File: src/rtl/sseg_scan_capture.sv
// Captures the scanned an/sseg/dp display bus, deglitches each digit slot,
// decodes segments back to BCD and presents whole 4-digit frames on valid/ready.
module sseg_scan_capture #(
  parameter int SETTLE  = 4,
  parameter int TIMEOUT = 1024
) (
  input  logic        clk,
  input  logic        reset,
  input  logic [3:0]  an,
  input  logic [6:0]  sseg,
  input  logic        dp,
  output logic        frame_valid,
  input  logic        frame_rdy,
  output logic [15:0] digits,
  output logic [3:0]  dp_out,
  output logic        bad_seg,
  output logic        bad_an,
  output logic        overrun,
  output logic        stale
);

  localparam int CW = $clog2(SETTLE + 1);
  localparam int IW = $clog2(TIMEOUT + 1);

  localparam logic [1:0] S_IDLE = 2'd0;
  localparam logic [1:0] S_WAIT = 2'd1;
  localparam logic [1:0] S_HELD = 2'd2;

  // Sample layout: {an[3:0], sseg[6:0], dp}
  logic [11:0]   r_samp;
  logic [11:0]   r_prev;
  logic [CW-1:0] r_cnt;
  logic [1:0]    r_state;
  logic [3:0]    r_mask;
  logic [15:0]   r_shadow;
  logic [3:0]    r_dp_shadow;
  logic [IW-1:0] r_idle;
  logic          r_valid;
  logic [15:0]   r_digits;
  logic [3:0]    r_dp_out;
  logic          r_bad_seg;
  logic          r_bad_an;
  logic          r_overrun;
  logic          r_stale;

  logic [3:0]    w_an;
  logic [6:0]    w_seg;
  logic          w_dp;
  logic          w_changed;
  logic [CW-1:0] w_cnt_next;
  logic          w_blank;
  logic          w_onehot;
  logic [1:0]    w_slot;
  logic [1:0]    w_state_next;
  logic          w_accept;
  logic          w_an_err;
  logic [4:0]    w_dec;
  logic [15:0]   w_shadow_next;
  logic [3:0]    w_dp_shadow_next;
  logic [3:0]    w_mask_acc;
  logic          w_complete;
  logic [IW-1:0] w_idle_next;
  logic          w_timeout;

  // Returns {undecodable, digit}
  function automatic logic [4:0] seg_decode(input logic [6:0] s);
    case (s)
      7'b1000000: seg_decode = {1'b0, 4'h0};
      7'b1111001: seg_decode = {1'b0, 4'h1};
      7'b0100100: seg_decode = {1'b0, 4'h2};
      7'b0110000: seg_decode = {1'b0, 4'h3};
      7'b0011001: seg_decode = {1'b0, 4'h4};
      7'b0010010: seg_decode = {1'b0, 4'h5};
      7'b0000010: seg_decode = {1'b0, 4'h6};
      7'b1111000: seg_decode = {1'b0, 4'h7};
      7'b0000000: seg_decode = {1'b0, 4'h8};
      7'b0010000: seg_decode = {1'b0, 4'h9};
      7'b1111111: seg_decode = {1'b0, 4'hA};
      default:    seg_decode = {1'b1, 4'hE};
    endcase
  endfunction

  assign w_an      = r_samp[11:8];
  assign w_seg     = r_samp[7:1];
  assign w_dp      = r_samp[0];
  assign w_changed = (r_samp != r_prev);
  assign w_blank   = (w_an == 4'hF);

  always_comb begin
    w_cnt_next = r_cnt;
    if (w_changed)
      w_cnt_next = CW'(1);
    else if (r_cnt != CW'(SETTLE))
      w_cnt_next = r_cnt + CW'(1);
  end

  always_comb begin
    w_onehot = 1'b1;
    w_slot   = 2'd0;
    case (w_an)
      4'b1110: w_slot = 2'd0;
      4'b1101: w_slot = 2'd1;
      4'b1011: w_slot = 2'd2;
      4'b0111: w_slot = 2'd3;
      default: w_onehot = 1'b0;
    endcase
  end

  // A changed sample (or any cycle in IDLE) re-evaluates the anodes from scratch
  always_comb begin
    w_state_next = r_state;
    w_accept     = 1'b0;
    w_an_err     = 1'b0;
    if (r_state == S_IDLE || w_changed) begin
      if (w_onehot) begin
        w_state_next = S_WAIT;
      end else begin
        w_state_next = S_IDLE;
        w_an_err     = ~w_blank;
      end
    end else if (r_state == S_WAIT && w_cnt_next >= CW'(SETTLE)) begin
      w_accept     = 1'b1;
      w_state_next = S_HELD;
    end
  end

  assign w_dec = seg_decode(w_seg);

  always_comb begin
    w_shadow_next    = r_shadow;
    w_dp_shadow_next = r_dp_shadow;
    w_mask_acc       = r_mask;
    if (w_accept) begin
      w_shadow_next[{w_slot, 2'b00} +: 4] = w_dec[3:0];
      w_dp_shadow_next[w_slot]            = ~w_dp;
      w_mask_acc[w_slot]                  = 1'b1;
    end
  end

  assign w_complete = w_accept && (w_mask_acc == 4'hF);

  always_comb begin
    w_idle_next = r_idle;
    if (w_accept)
      w_idle_next = '0;
    else if (r_idle != IW'(TIMEOUT))
      w_idle_next = r_idle + IW'(1);
  end

  assign w_timeout = (w_idle_next == IW'(TIMEOUT));

  always_ff @(posedge clk or negedge reset) begin
    if (!reset) begin
      r_samp      <= 12'hFFF;
      r_prev      <= 12'hFFF;
      r_cnt       <= '0;
      r_state     <= S_IDLE;
      r_mask      <= 4'h0;
      r_shadow    <= 16'h0000;
      r_dp_shadow <= 4'h0;
      r_idle      <= '0;
      r_valid     <= 1'b0;
      r_digits    <= 16'h0000;
      r_dp_out    <= 4'h0;
      r_bad_seg   <= 1'b0;
      r_bad_an    <= 1'b0;
      r_overrun   <= 1'b0;
      r_stale     <= 1'b0;
    end else begin
      r_samp      <= {an, sseg, dp};
      r_prev      <= r_samp;
      r_cnt       <= w_cnt_next;
      r_state     <= w_state_next;
      r_shadow    <= w_shadow_next;
      r_dp_shadow <= w_dp_shadow_next;
      r_idle      <= w_idle_next;

      if (w_complete || w_timeout)
        r_mask <= 4'h0;
      else
        r_mask <= w_mask_acc;

      // A completing frame wins over a same-cycle handshake and keeps valid high
      if (w_complete) begin
        r_digits <= w_shadow_next;
        r_dp_out <= w_dp_shadow_next;
        r_valid  <= 1'b1;
        if (r_valid && !frame_rdy)
          r_overrun <= 1'b1;
      end else if (r_valid && frame_rdy) begin
        r_valid <= 1'b0;
      end

      if (w_complete)
        r_stale <= 1'b0;
      else if (w_timeout)
        r_stale <= 1'b1;

      if (w_accept && w_dec[4])
        r_bad_seg <= 1'b1;
      if (w_an_err)
        r_bad_an <= 1'b1;
    end
  end

  assign frame_valid = r_valid;
  assign digits      = r_digits;
  assign dp_out      = r_dp_out;
  assign bad_seg     = r_bad_seg;
  assign bad_an      = r_bad_an;
  assign overrun     = r_overrun;
  assign stale       = r_stale;

endmodule
File: config.mk
export PLATFORM = sky130hd
export DESIGN_NAME = sseg_scan_capture
export DESIGN_NICKNAME = d
export VERILOG_FILES = /design/src/rtl/sseg_scan_capture.sv
export SDC_FILE = /design/constraint.sdc
export NUM_CORES = 1
export LEC_CHECK = 0
export CAP_MARGIN = 25
export CORE_MARGIN = 2
export CORE_UTILIZATION = 60
export DETAILED_ROUTE_END_ITERATION = 8
export DONT_BUFFER_PORTS = 1
export GPL_TIMING_DRIVEN = 1
export HOLD_SLACK_MARGIN = 0.02
export MAX_ROUTING_LAYER = met4
export PLACE_DENSITY_LB_ADDON = 0.1
export SYNTH_ARGS = -nofsm -noshare
export SYNTH_HDL_FRONTEND = slang
export SYNTH_SLANG_ARGS = --single-unit
export TNS_END_PERCENT = 100
File: constraint.sdc
create_clock -name clk -period 5.65 [get_ports clk]
set_input_delay 0.565 -clock clk [delete_from_list [all_inputs] [get_ports clk]]
set_output_delay 0.565 -clock clk [all_outputs]
set_load 0.05 [all_outputs]
-- After elaboration in Yosys (flattened, before gate mapping)
Index checks and enable logic that the tools add are counted.
- output and inout port bits: 25
- register bits: 89
- shift operators: 2
- bitwise logic cells: 3
- magnitude comparators: 3
- add/sub/neg operators: 3
- mux-type cells: 26
- reduce and logical (&&, ||, !) cells: 16
- equal/unequal tests: 21
- operators by type and width (cell ; number):
    $pmux 5 s11 ; 1
    $eq 7x7->1 const B ; 4
    $mux 11 ; 2
    $eq 7x5->1 const B ; 3
    $eq 4x4->1 const B ; 5
    $bwmux 16 ; 1
    $mux 16 ; 1
    $shift 4x6->16 const A ; 1
    $shiftx 4x6->16 ; 1
    $eq 7x6->1 const B ; 2
    $mux 4 ; 3
    $ne 12x12->1 ; 1
    $add 11x1->11 const B ; 1
    $eq 11x11->1 const B ; 1
    $mux 1 ; 11
    $ne 11x11->1 const B ; 1
    $eq 7x2->1 const B ; 1
    $logic_not 7->1 ; 1
    $logic_and 1x1->1 ; 6
    $mux 3 ; 2
    $neg 4->6 ; 1
    $pmux 2 s3 ; 1
    $reduce_bool 2->1 ; 3
    $bwmux 4 ; 1
    other kinds (16) ; 19

-- Depth between registers and ports, before layout
- depth after elaboration: 12
- depth in mapped cells: 11

-- Worst setup path before layout
No wires, ideal clock.
- path type: flip-flop to flip-flop
- start: reg r_samp[11]
- end: reg r_digits[0] (netlist: digits[0])
- period minus slack after synthesis: 2.411 ns
- required time: 5.525 ns
- stages on the path, launching flop included: 12
- arrival: 2.287 ns
- path buffers: 2
- slack: 3.239 ns
- cells stage by stage: dfstp_2 > buf_2 > xor2_1 > nand3_1 > clkinv_1 > ha_1 > o22ai_1 > nor2_1 > o21a_1 > nand2_2 > buf_6 > mux2_2
- cells in the longest elaborated chain, start to end: 10
- ends and longest elaborated chain (item ; RTL line ; RTL):
    from (decl) ; 30 ; logic [11:0] r_samp;
    from (signal assigned) ; 170 ; r_samp <= {an, sseg, dp};
    $eq 4x3->1 or $eq 4x4->1 (tied branches) ; 100 ; case (w_an)
    $pmux 2 s3 ; 100 ;
    $lt 2x3->1 (implied by the code) or $ge 2x1->1 (tied branches) ; 136 ; w_mask_acc[w_slot] = 1'b1;
    $logic_and 1x1->1 (implied by the code) ; 136 ;
    $mux 1 (implied by the code) ; 136 ;
    $demux 1 s2 ; 136 ;
    $or 4x4->4 (no line) ; -- ;
    $mux 4 ; 133 ; if (w_accept) begin
    $eq 4x4->1 ; 140 ; assign w_complete = w_accept && (w_mask_acc == 4'hF);
    $logic_and 1x1->1 ; 140 ;
    to (signal assigned) ; 185 ; r_digits <= w_shadow_next;
    to (decl) ; 39 ; logic [15:0] r_digits;
Parallel ways exist; a longest one is shown, timed or not.
A chain may end at the register's enable or synchronous reset.

-- Final worst setup path
- start: reg r_samp[1]
- end: reg r_digits[3] (netlist: digits[3])
- cells in the longest elaborated chain, start to end: 9
- ends and longest elaborated chain (item ; RTL line ; RTL):
    $ne 12x12->1 ; 86 ; assign w_changed = (r_samp != r_prev);
    $mux 3 ; 91 ; if (w_changed)
    $ge 3x3->1 ; 121 ; end else if (r_state == S_WAIT && w_cnt_next >= CW'(SETTLE)) begin
    $logic_and 1x1->1 ; 121 ;
    $mux 1 ; 121 ;
    $mux 1 ; 114 ; if (r_state == S_IDLE || w_changed) begin
    $mux 4 ; 133 ;
    $eq 4x4->1 ; 140 ;
    $logic_and 1x1->1 ; 140 ;
Parallel ways exist; a longest one is shown, timed or not.

==> metrics.csv <==
stage,metric,value,unit
outcome,run status,finished clean,
sta,number of setup violations in the final report,0,
cells_and_area,non-filler instance count after layout,469,
global_route,largest net degree at the start of global routing,66,
floorplanning,initial cell density of the core,0.609,
cts,number of clock buffers inserted by TritonCTS,9,
placement,GPL Wtd Cong,0.864,
sta,final worst slack,2.52,ns
yosys,dominant cells by area after synthesis,"dfrtp_1 (37%), dfstp_2 (15%), mux2_2 (4.9%)",
drt,number of DRC markers in iteration 0,170,
pwr,maximum VDD drop,0.116,mV
yosys,netlist area before placement,4350,µm²
placement,I/O Buffers,0,
floorplanning,floorplan die area,7940,µm²
drt,ratio of routed vias to standard cells,5.59,
yosys,most instantiated flip-flop cell in the synthesis netlist,dfrtp_1,
floorplanning,Die Y,89.1,µm
global_route,GRT Overall Usage,0.217,
pwr,pwr dens,263,nW/µm²
cts,"Clk Latency, worst-skew pair",0.37,ns
yosys,total nets after synthesis,395,
drt,Detailed Route WL,7810,µm
hold_path,worst hold path class,in -> async,
cts,Clock Root Buffer,clkbuf_8,
drt,DR vias,2623,
worst_setup_path,Reg-to-Reg Start,r_samp[1],
yosys,mean post-synth cell area,11.8,µm²
global_route,number of global-route vias before repair,2513,
worst_setup_path,critical-path maximum fanout,22,
global_route,grt total ovfl,0,
yosys,top cell type by total area after synthesis,dfrtp_1,
run,Maximum Capacitance Violations,0,
drt,Routed WL per cell,16.7,µm
worst_setup_path,source of the critical timing path,r_samp[1],
drt,number of remaining DRC errors,0,
worst_setup_path,critical path launch point type,register,
worst_setup_path,crit path DAT,3.38,ns
yosys,Yosys warning total,0,
sta,Setup TNS Final,0,ns
sta,number of max-slew violations in the final report,0,
worst_setup_path,logic depth of the worst register-to-register path,6,
placement,placed instance count,449,
yosys,Netlist cell types,60,
sta,unrepaired setup endpoints after global routing,false,
sta,Layout Skew,0.0120,ns
cts,CTS clock-pin slew for the worst setup and hold paths,0.09,ns
cells_and_area,# nets final,391,
global_route,wire length of the first global-routing pass,12500,µm
yosys,area share of the largest cell type after synthesis,0.374,
placement,placed wire-length estimate,5020,µm
sta,minimum clock period after layout,3.13,ns
cells_and_area,filler instances,578,
cts,clock tree from TritonCTS,done,
floorplanning,total I/O pin count,40,
cells_and_area,Layout Area Growth over Synthesis,5.99,%
worst_setup_path,endpoint of the most critical register-to-register path,digits[3],
sta,worst rel slew slack,0.422,
yosys,flip-flop and latch count after synthesis,89,
pwr,total power,1.21,mW
worst_setup_path,Crit Path Category,reg -> reg,
cts,maximum clock path buffer count,2,
pwr,leakage dissipation,2.16,nW
sta,Least-Margin Pin Slew,0.860,ns
cells_and_area,most frequent cells in the layout,"dfrtp_1 (65), nor2_1 (39), dfstp_2 (24)",
sta,Final Hold Viols,0,
cts,number of post-CTS setup repair buffers,0,
floorplanning,placement row count,31,
sta,maximum frequency from static timing analysis,320,MHz
yosys,gate count after technology mapping,369,
worst_setup_path,flop2flop setup slack,2.52,ns
cells_and_area,layout cells sized above 1,0.219,
yosys,async set-reset flop share out of synthesis,1.00,
worst_setup_path,"Req. time, crit path",5.90,ns
cells_and_area,most common library cell in the layout ignoring fill and taps,dfrtp_1,
cts,H-tree depth reported by CTS,3,
yosys,number of flops mapped to enable cells by yosys,0,
sta,Final period util,0.553,
drt,Routed Antenna Nets,0,
worst_setup_path,kind of end point of the critical path,register,
cells_and_area,number of inserted diodes,0,
cts,Clock Sink Count,89,
floorplanning,die width,89.1,µm
yosys,register area share after synthesis,0.519,
floorplanning,placeable core area,7140,µm²
drt,1st-pass router iterations,4,
placement,post-placement setup slack,2.54,ns
global_route,initial antenna violation count,0,
==> cell type report <==
cell class	instances	area [µm²]	share of cell area
Tap cell	99	124	0.0269
Clock buffer	10	128	0.0277
Multi-Input combinational cell	240	1870	0.405
Inverter	20	75.1	0.0163
Sequential cell	89	2260	0.490
Timing Repair Buffer	5	65.1	0.0141
Clock inverter	6	91.3	0.0198
==> cell families after synthesis <==
| kind of cell | after synthesis | share of synthesized area |
|---|---|---|
| compound gates | 40 | 0.0645 |
| flops | 89 | 0.519 |
| simple gates | 120 | 0.164 |
| fa+ha+maj | 12 | 0.0340 |
| mux | 39 | 0.105 |
| buf+inv | 40 | 0.0513 |
| xor+xnor | 29 | 0.0619 |
==> how the worst max path moves through the flow <==
stage	end
5_1_grt	digits[7]
3_3_place_gp	digits[7]
4_1_cts	digits[11]
6_report	digits[3]
2_1_floorplan	digits[0]
3_5_place_dp	digits[3]
==> Yosys cell counts (4+ instances only) <==
master,count
dfrtp_1,65
nor2_1,39
dfstp_2,24
inv_1,19
mux2_2,19
xor2_1,19
nand3_1,16
nand2_1,15
ha_1,11
a21oi_1,10
mux2_1,8
nor3_1,8
xnor2_1,8
buf_2,7
buf_6,7
mux2_4,6
mux2i_1,6
nand4_1,5
and3_1,4
nand4_4,4
or3_1,4
==> metrics by stage <==
stage / area, µm² / hold WS (ns) / utilization
after detailed placement: 4330 / 0.273 / 0.607
after global routing: 4610 / 0.0257 / 0.645
final: 4610 / 0.0419 / 0.645
after CTS: 4600 / 0.0222 / 0.644
after floorplan: 4350 / 0.269 / -
after global placement: 4320 / 0.273 / 0.606
==> timing repair <==
item / CTS / global route
resized for setup: 0 / 0
hold buffers: 3 / 1
endpoints found under the hold margin: 65 / 14
==> critical path, stage by stage (launching register included) <==
cell and delay (ns):
dfstp_2 0.67, xor2_1 0.10, nor2_1 0.36, nand2_1 0.17, nor4_4 0.67, nand2_2 0.58, mux2_1 0.47
==> layer usage <==
metal | part of all wire | vias to the layer above | wire length [µm] | GRT usage
met1 | 0.48 | 1275 | 3780 | 0.298
li1 | - | 1265 | - | -
met4 | 0.024 | 0 | 191 | 0.0950
met3 | 0.049 | 15 | 386 | 0.0499
met2 | 0.44 | 68 | 3450 | 0.309
met5 | 0 | - | 0 | -
==> power breakdown <==
group	leakage [nW]	switching (mW)	internal (mW)	total, mW
clock network	0.111	0.228	0.252	0.480
registers	1.13	0.0153	0.654	0.669
logic	0.917	0.0404	0.0226	0.0629
total	2.16	0.284	0.928	1.21
==> registers in the layout, indices dropped and copies added, names as in the netlist <==
| signal | flops |
|---|---|
| overrun | 1 |
| r_samp | 12 |
| digits | 16 |
| stale | 1 |
| r_idle | 11 |
| bad_seg | 1 |
| r_mask | 4 |
| r_cnt | 3 |
| r_prev | 12 |
| frame_valid | 1 |
| r_shadow | 16 |
| bad_an | 1 |
| dp_out | 4 |
| r_dp_shadow | 4 |
| r_state | 2 |
No activity file was read; power rests on OpenSTA's default activity.
==> variant 1: new RTL, config.mk and constraints unchanged <==
Make the reset (`reset`) synchronous in one clocked block.
--- a/src/rtl/sseg_scan_capture.sv
+++ b/src/rtl/sseg_scan_capture.sv
@@ -150,5 +150,5 @@
   assign w_timeout = (w_idle_next == IW'(TIMEOUT));
 
-  always_ff @(posedge clk or negedge reset) begin
+  always_ff @(posedge clk) begin
     if (!reset) begin
       r_samp      <= 12'hFFF;
Check against the original RTL: differs if reset is asserted again (counterexample within 4 cycles, from zero or initial values and one cycle with reset low); with reset held inactive, the same outputs for 10 cycles.
==> variant 1 against the original RTL <==
- critical path depth grew 1
- routed wire length grew 1.5%
- utilization grew 0.67 points
- sequential cell count is the same
- cell count grew 10%
- final area shrank 9.6%
- power shrank 2.1%
- maximum frequency grew 8.4%
- die area shrank 8.0%
- global-route usage grew 2.0 points
- clock power shrank 6.5%
- synthesized area shrank 8.4%
- setup slack gained 240 ps
- critical endpoint is now digits[5]$_SDFFE_PN0P_
- largest cell class is now multi-input gates
==> variant 1: results <==
export IMPL_drt_iter0_markers=127
export IMPL_grt_max_degree=49
export IMPL_crit_path_max_fanout=17
export IMPL_gp_congestion=0.819
export IMPL_synth_compound_area_share_pct=13.3
export IMPL_relSlewSlack_pct=26.6
export IMPL_yosys_area_share_adder_pct=3.46
export IMPL_grt_pass1_wl_mm=13.3
export IMPL_numCtsBuffers=9
export IMPL_ys_flop_type="dfxtp_1"
export IMPL_finalNetCount=462
export IMPL_antenna_found_initial=0
export IMPL_htreeDepth=3
export IMPL_ys_seq_area_share_pct=44.8
export IMPL_drive_gt1_share_pct=5.67
export IMPL_diodes=0
export IMPL_status="completed"
export IMPL_max_stage_delay_ps=730
export IMPL_vdd_ir_drop_max_mv=0.193
export IMPL_post_dp_hpwl_mm=5.31
export IMPL_track_usage_pct=23.7
export IMPL_synth_common_cells="dfxtp_1 (89), nor2_1 (51), nand2_1 (35)"
export IMPL_slowest_stage="and4_1"
export IMPL_hp_class="input pin to flip-flop"
export IMPL_synth_mux_area_fraction_pct=2.01
export IMPL_synth_async_reset_ratio_pct=0
export IMPL_synth_area_leaders="dfxtp_1 (45%), nor2_1 (4.8%), nand2b_1 (4.7%), xor2_1 (3.7%), ha_1 (3.5%)"
export IMPL_grt_pass1_vias=2798
export IMPL_synth_cell_types=54
export IMPL_leakagePower_nw=1.63
export IMPL_clkTransAtPathRegs_ps=90
export IMPL_synth_nets=481
export IMPL_synth_xor_area_share_pct=5.50
export IMPL_worst_clock_skew_ps=13.4
export IMPL_routedWlPerCell_um=15.3
export IMPL_cp_data_arrival_time_ps=3150
export IMPL_cts_resized=0
export IMPL_via_count=3042
==> variant 1: cell types whose count changed after synthesis, moves of 11 or more <==
cell / change
nor2_1: +12
a21oi_1: +14
a31oi_1: +11
dfstp_2: -24
nand2_1: +20
dfrtp_1: -65
nand2b_1: +29
dfxtp_1: +89
clkbuf_1: +16
mux2_2: -19
==> variant 1: report_power, final <==
part | internal, mW | total, mW | switching (mW)
Combinational | 0.0319 | 0.0770 | 0.0451
Clock | 0.208 | 0.449 | 0.240
Sequential | 0.639 | 0.661 | 0.0220
==> variant 1: layout make-up <==
class,instances,area [um2]
fillers,541,2220
multi-input cells,324,2020
flip-flops and latches,89,1780
clock buffers,9,124
well taps,77,96.3
clock inverters,7,76.3
inverters,11,41.3
repair buffers,1,27.5
==> variant 1: critical path: cells and delay by family (launching register included) <==
kind / cells / cell delay (ps)
simple gates: 5 / 1870
compound gates: 1 / 340
flops: 1 / 350
fa+ha+maj: 1 / 220
==> variant 1: final timing paths <==
check,start,to,slack (ps),cells past startpoint
worst min-delay path,reset,r_prev[0]$_SDFF_PN1_,280,1
worst max register to register,r_cnt[0]$_SDFF_PN0_,digits[5]$_SDFFE_PN0P_,2770,7
worst min register to register,r_shadow[15]$_SDFF_PN0_,r_shadow[15]$_SDFF_PN0_,450,2
worst max-delay path,r_cnt[0]$_SDFF_PN0_,digits[5]$_SDFFE_PN0P_,2770,7
==> variant 1: metrics by stage <==
stage | cell area (um2) | hold slack, ps | instances | setup slack (ps)
floorplan | 3980 | 408 | 455 | 3300
global placement | 3940 | 423 | 501 | 2630
detailed placement | 3960 | 431 | 502 | 2810
CTS | 4160 | 271 | 518 | 2790
global route | 4160 | 265 | 518 | 2610
finish | 4160 | 282 | 518 | 2770
==> variant 1: logic make-up after synthesis <==
kind of cell / count (synthesis)
buffers and inverters: 42
AOI/OAI and AO/OA: 82
DFF: 89
adders and majority gates: 11
and+or+nand+nor: 198
xor gates and xnor gates: 25
muxes: 8
==> variant 1: metal layers <==
| metal | routed length (um) | up-vias | part of all wire [%] | global-route usage (%) |
|---|---|---|---|---|
| met5 | 0 | - | 0 | - |
| met4 | 99 | 0 | 1.2 | 8.08 |
| met3 | 313 | 10 | 3.9 | 5.45 |
| met2 | 3780 | 64 | 48 | 36.4 |
| met1 | 3740 | 1423 | 47 | 30.8 |
| li1 | - | 1545 | - | - |
==> variant 2: new RTL, config.mk and constraints unchanged <==
Made on the original files. The parameter `SETTLE` goes from 4 to 8.
--- a/src/rtl/sseg_scan_capture.sv
+++ b/src/rtl/sseg_scan_capture.sv
@@ -2,5 +2,5 @@
 // decodes segments back to BCD and presents whole 4-digit frames on valid/ready.
 module sseg_scan_capture #(
-  parameter int SETTLE  = 4,
+  parameter int SETTLE  = 8,
   parameter int TIMEOUT = 1024
 ) (
Check against the original RTL: not equivalent (a bounded check fails within 10 cycles, from zero or initial values and one cycle with reset low).
==> variant 2 against the original RTL <==
- largest power group unchanged
- synthesized area down 2.3%
- routed wire length down 0.41%
- setup slack worse by 440 ps
- critical path depth unchanged
- sequential cell count up 1
- die area down 2.2%
- power down 6.7%
- final area down 3.0%
- highest routed layer unchanged
- first-iteration DRC count down 9.4%
==> variant 2: results <==
export IMPL_status="completed"
export IMPL_fin_cells=470
export IMPL_worst_clock_skew_ps=15.5
export IMPL_viasPerCell=5.79
export IMPL_crit_path_max_fanout=24
export IMPL_slowest_stage="and2_1"
export IMPL_cts_root_buf="clkbuf_8"
export IMPL_place_port_buffers=0
export IMPL_synth_area_leaders="dfrtp_1 (39%), dfstp_2 (15%), xor2_1 (3.9%), ha_1 (3.2%), mux2_2 (3.2%)"
export IMPL_gp_congestion=0.863
export IMPL_finalNetCount=395
export IMPL_post_dp_hpwl_mm=5.12
export IMPL_drt_iter0_markers=154
export IMPL_relSlewSlack_pct=36.2
export IMPL_netlist_instances=376
export IMPL_diodes=0
export IMPL_vdd_ir_drop_max_mv=0.176
export IMPL_numCtsBuffers=9
export IMPL_yosysWarnings=0
export IMPL_grt_max_degree=67
export IMPL_firstDrtPassIters=4
export IMPL_ys_flop_type="dfrtp_1"
export IMPL_track_usage_pct=22.4
export IMPL_r2r_cells=6
export IMPL_routedWlPerCell_um=16.6
export IMPL_grt_pass1_vias=2661
export IMPL_clkTransAtPathRegs_ps=100
export IMPL_leakagePower_nw=2.03
export IMPL_drive_gt1_share_pct=18.2
export IMPL_clkLatencyLatePin_ps=370
export IMPL_dp_cells=451
export IMPL_htreeDepth=3
export IMPL_met1_usage_pct=29.1
export IMPL_synth_cell_types=55
export IMPL_antenna_found_initial=0
export IMPL_grt_pass1_wl_mm=12.7
export IMPL_ys_seq_area_share_pct=53.7
export IMPL_cts_resized=0
export IMPL_met2_usage_pct=33.9
export IMPL_synth_common_cells="dfrtp_1 (66), nor2_1 (30), nand2_1 (26)"
export IMPL_dpl_cell_area_um2=4240
export IMPL_cp_data_arrival_time_ps=3820
export IMPL_use_met3_pct=7.54
export IMPL_path_delay_family="simple AND/OR/NAND/NOR gates"
export IMPL_top_usage_layer="met2"
export IMPL_hp_class="input pin to asynchronous set/reset pin"
export IMPL_max_stage_delay_ps=870
export IMPL_clock_path_buffers=2
export IMPL_synth_async_reset_ratio_pct=100
variant 2: cell types whose count changed after synthesis, sizes merged, moves of 5 or more:
cell    unedited run  this run
o31ai              0        14
mux2              33        27
buf               17        12
nor2              40        30
nand2             18        26
a21oi             10        16
o21ai              5        11
inv               19        14
clkbuf             3         9
variant 2: power breakdown:
part / total (mW) / switching, mW / internal (mW)
registers: 0.675 / 0.0142 / 0.661
logic: 0.0523 / 0.0338 / 0.0186
clock network: 0.404 / 0.238 / 0.166
total: 1.13 / 0.286 / 0.845
variant 2: layout make-up:
| type | instances | area [um2] |
|---|---|---|
| clock inverters | 6 | 47.5 |
| repair buffers | 3 | 47.5 |
| well taps | 96 | 120 |
| flip-flops and latches | 90 | 2280 |
| fillers | 526 | 2370 |
| clock buffers | 10 | 128 |
| inverters | 14 | 52.6 |
| multi-input cells | 251 | 1790 |
variant 2: per-stage QoR:
step           utilization (%)  total power, mW  setup slack (ps)
6_report                  65.4             1.13              2090
5_1_grt                   65.4             1.18              1810
4_1_cts                   65.1             1.14              2030
3_5_place_dp              62.1            0.724              2090
3_3_place_gp              62.1            0.723              2220
2_1_floorplan                -            0.716              2980
variant 2: final timing paths:
path | from | slack (ps) | to
max in group asynchronous | reset | 4430 | r_prev[0]$_DFF_PN1_
min in group clk | an[3] | 190 | r_samp[11]$_DFF_PN1_
worst min register to register | r_samp[0]$_DFF_PN1_ | 400 | r_prev[0]$_DFF_PN1_
worst max-delay path | r_samp[7]$_DFF_PN1_ | 2090 | digits[4]$_DFFE_PN0P_
worst max register to register | r_samp[7]$_DFF_PN1_ | 2090 | digits[4]$_DFFE_PN0P_
worst min-delay path | reset | 60 | digits[11]$_DFFE_PN0P_
variant 2: worst reg2reg max path: stages, from the launching register on:
cell and delay [ps]:
dfstp_2 670, xor2_2 100, nor4_2 320, and3_1 340, and3_1 740, and2_1 870
mux2_2 420
variant 2: timing repair:
action,4_1_cts,5_1_grt
hold buffers,1,2
hold endpoints to repair,66,21
setup buffers,0,0
variant 2: cells by family (layout without fill, tap and decap cells):
logic type	count (synthesis)	in the layout	share of synthesized area [%]
and+or+nand+nor	121	121	14.9
DFF	90	90	53.7
AOI/OAI and AO/OA	62	62	9.78
buffers and inverters	35	33	4.15
muxes	31	31	8.63
xor gates and xnor gates	26	26	5.54
adders and majority gates	11	11	3.24
variant 2: metal layers:
| layer | wire, um | vias to the layer above |
|---|---|---|
| li1 | - | 1299 |
| met4 | 86 | 0 |
| met2 | 3610 | 61 |
| met3 | 388 | 9 |
| met5 | 0 | - |
| met1 | 3700 | 1351 |
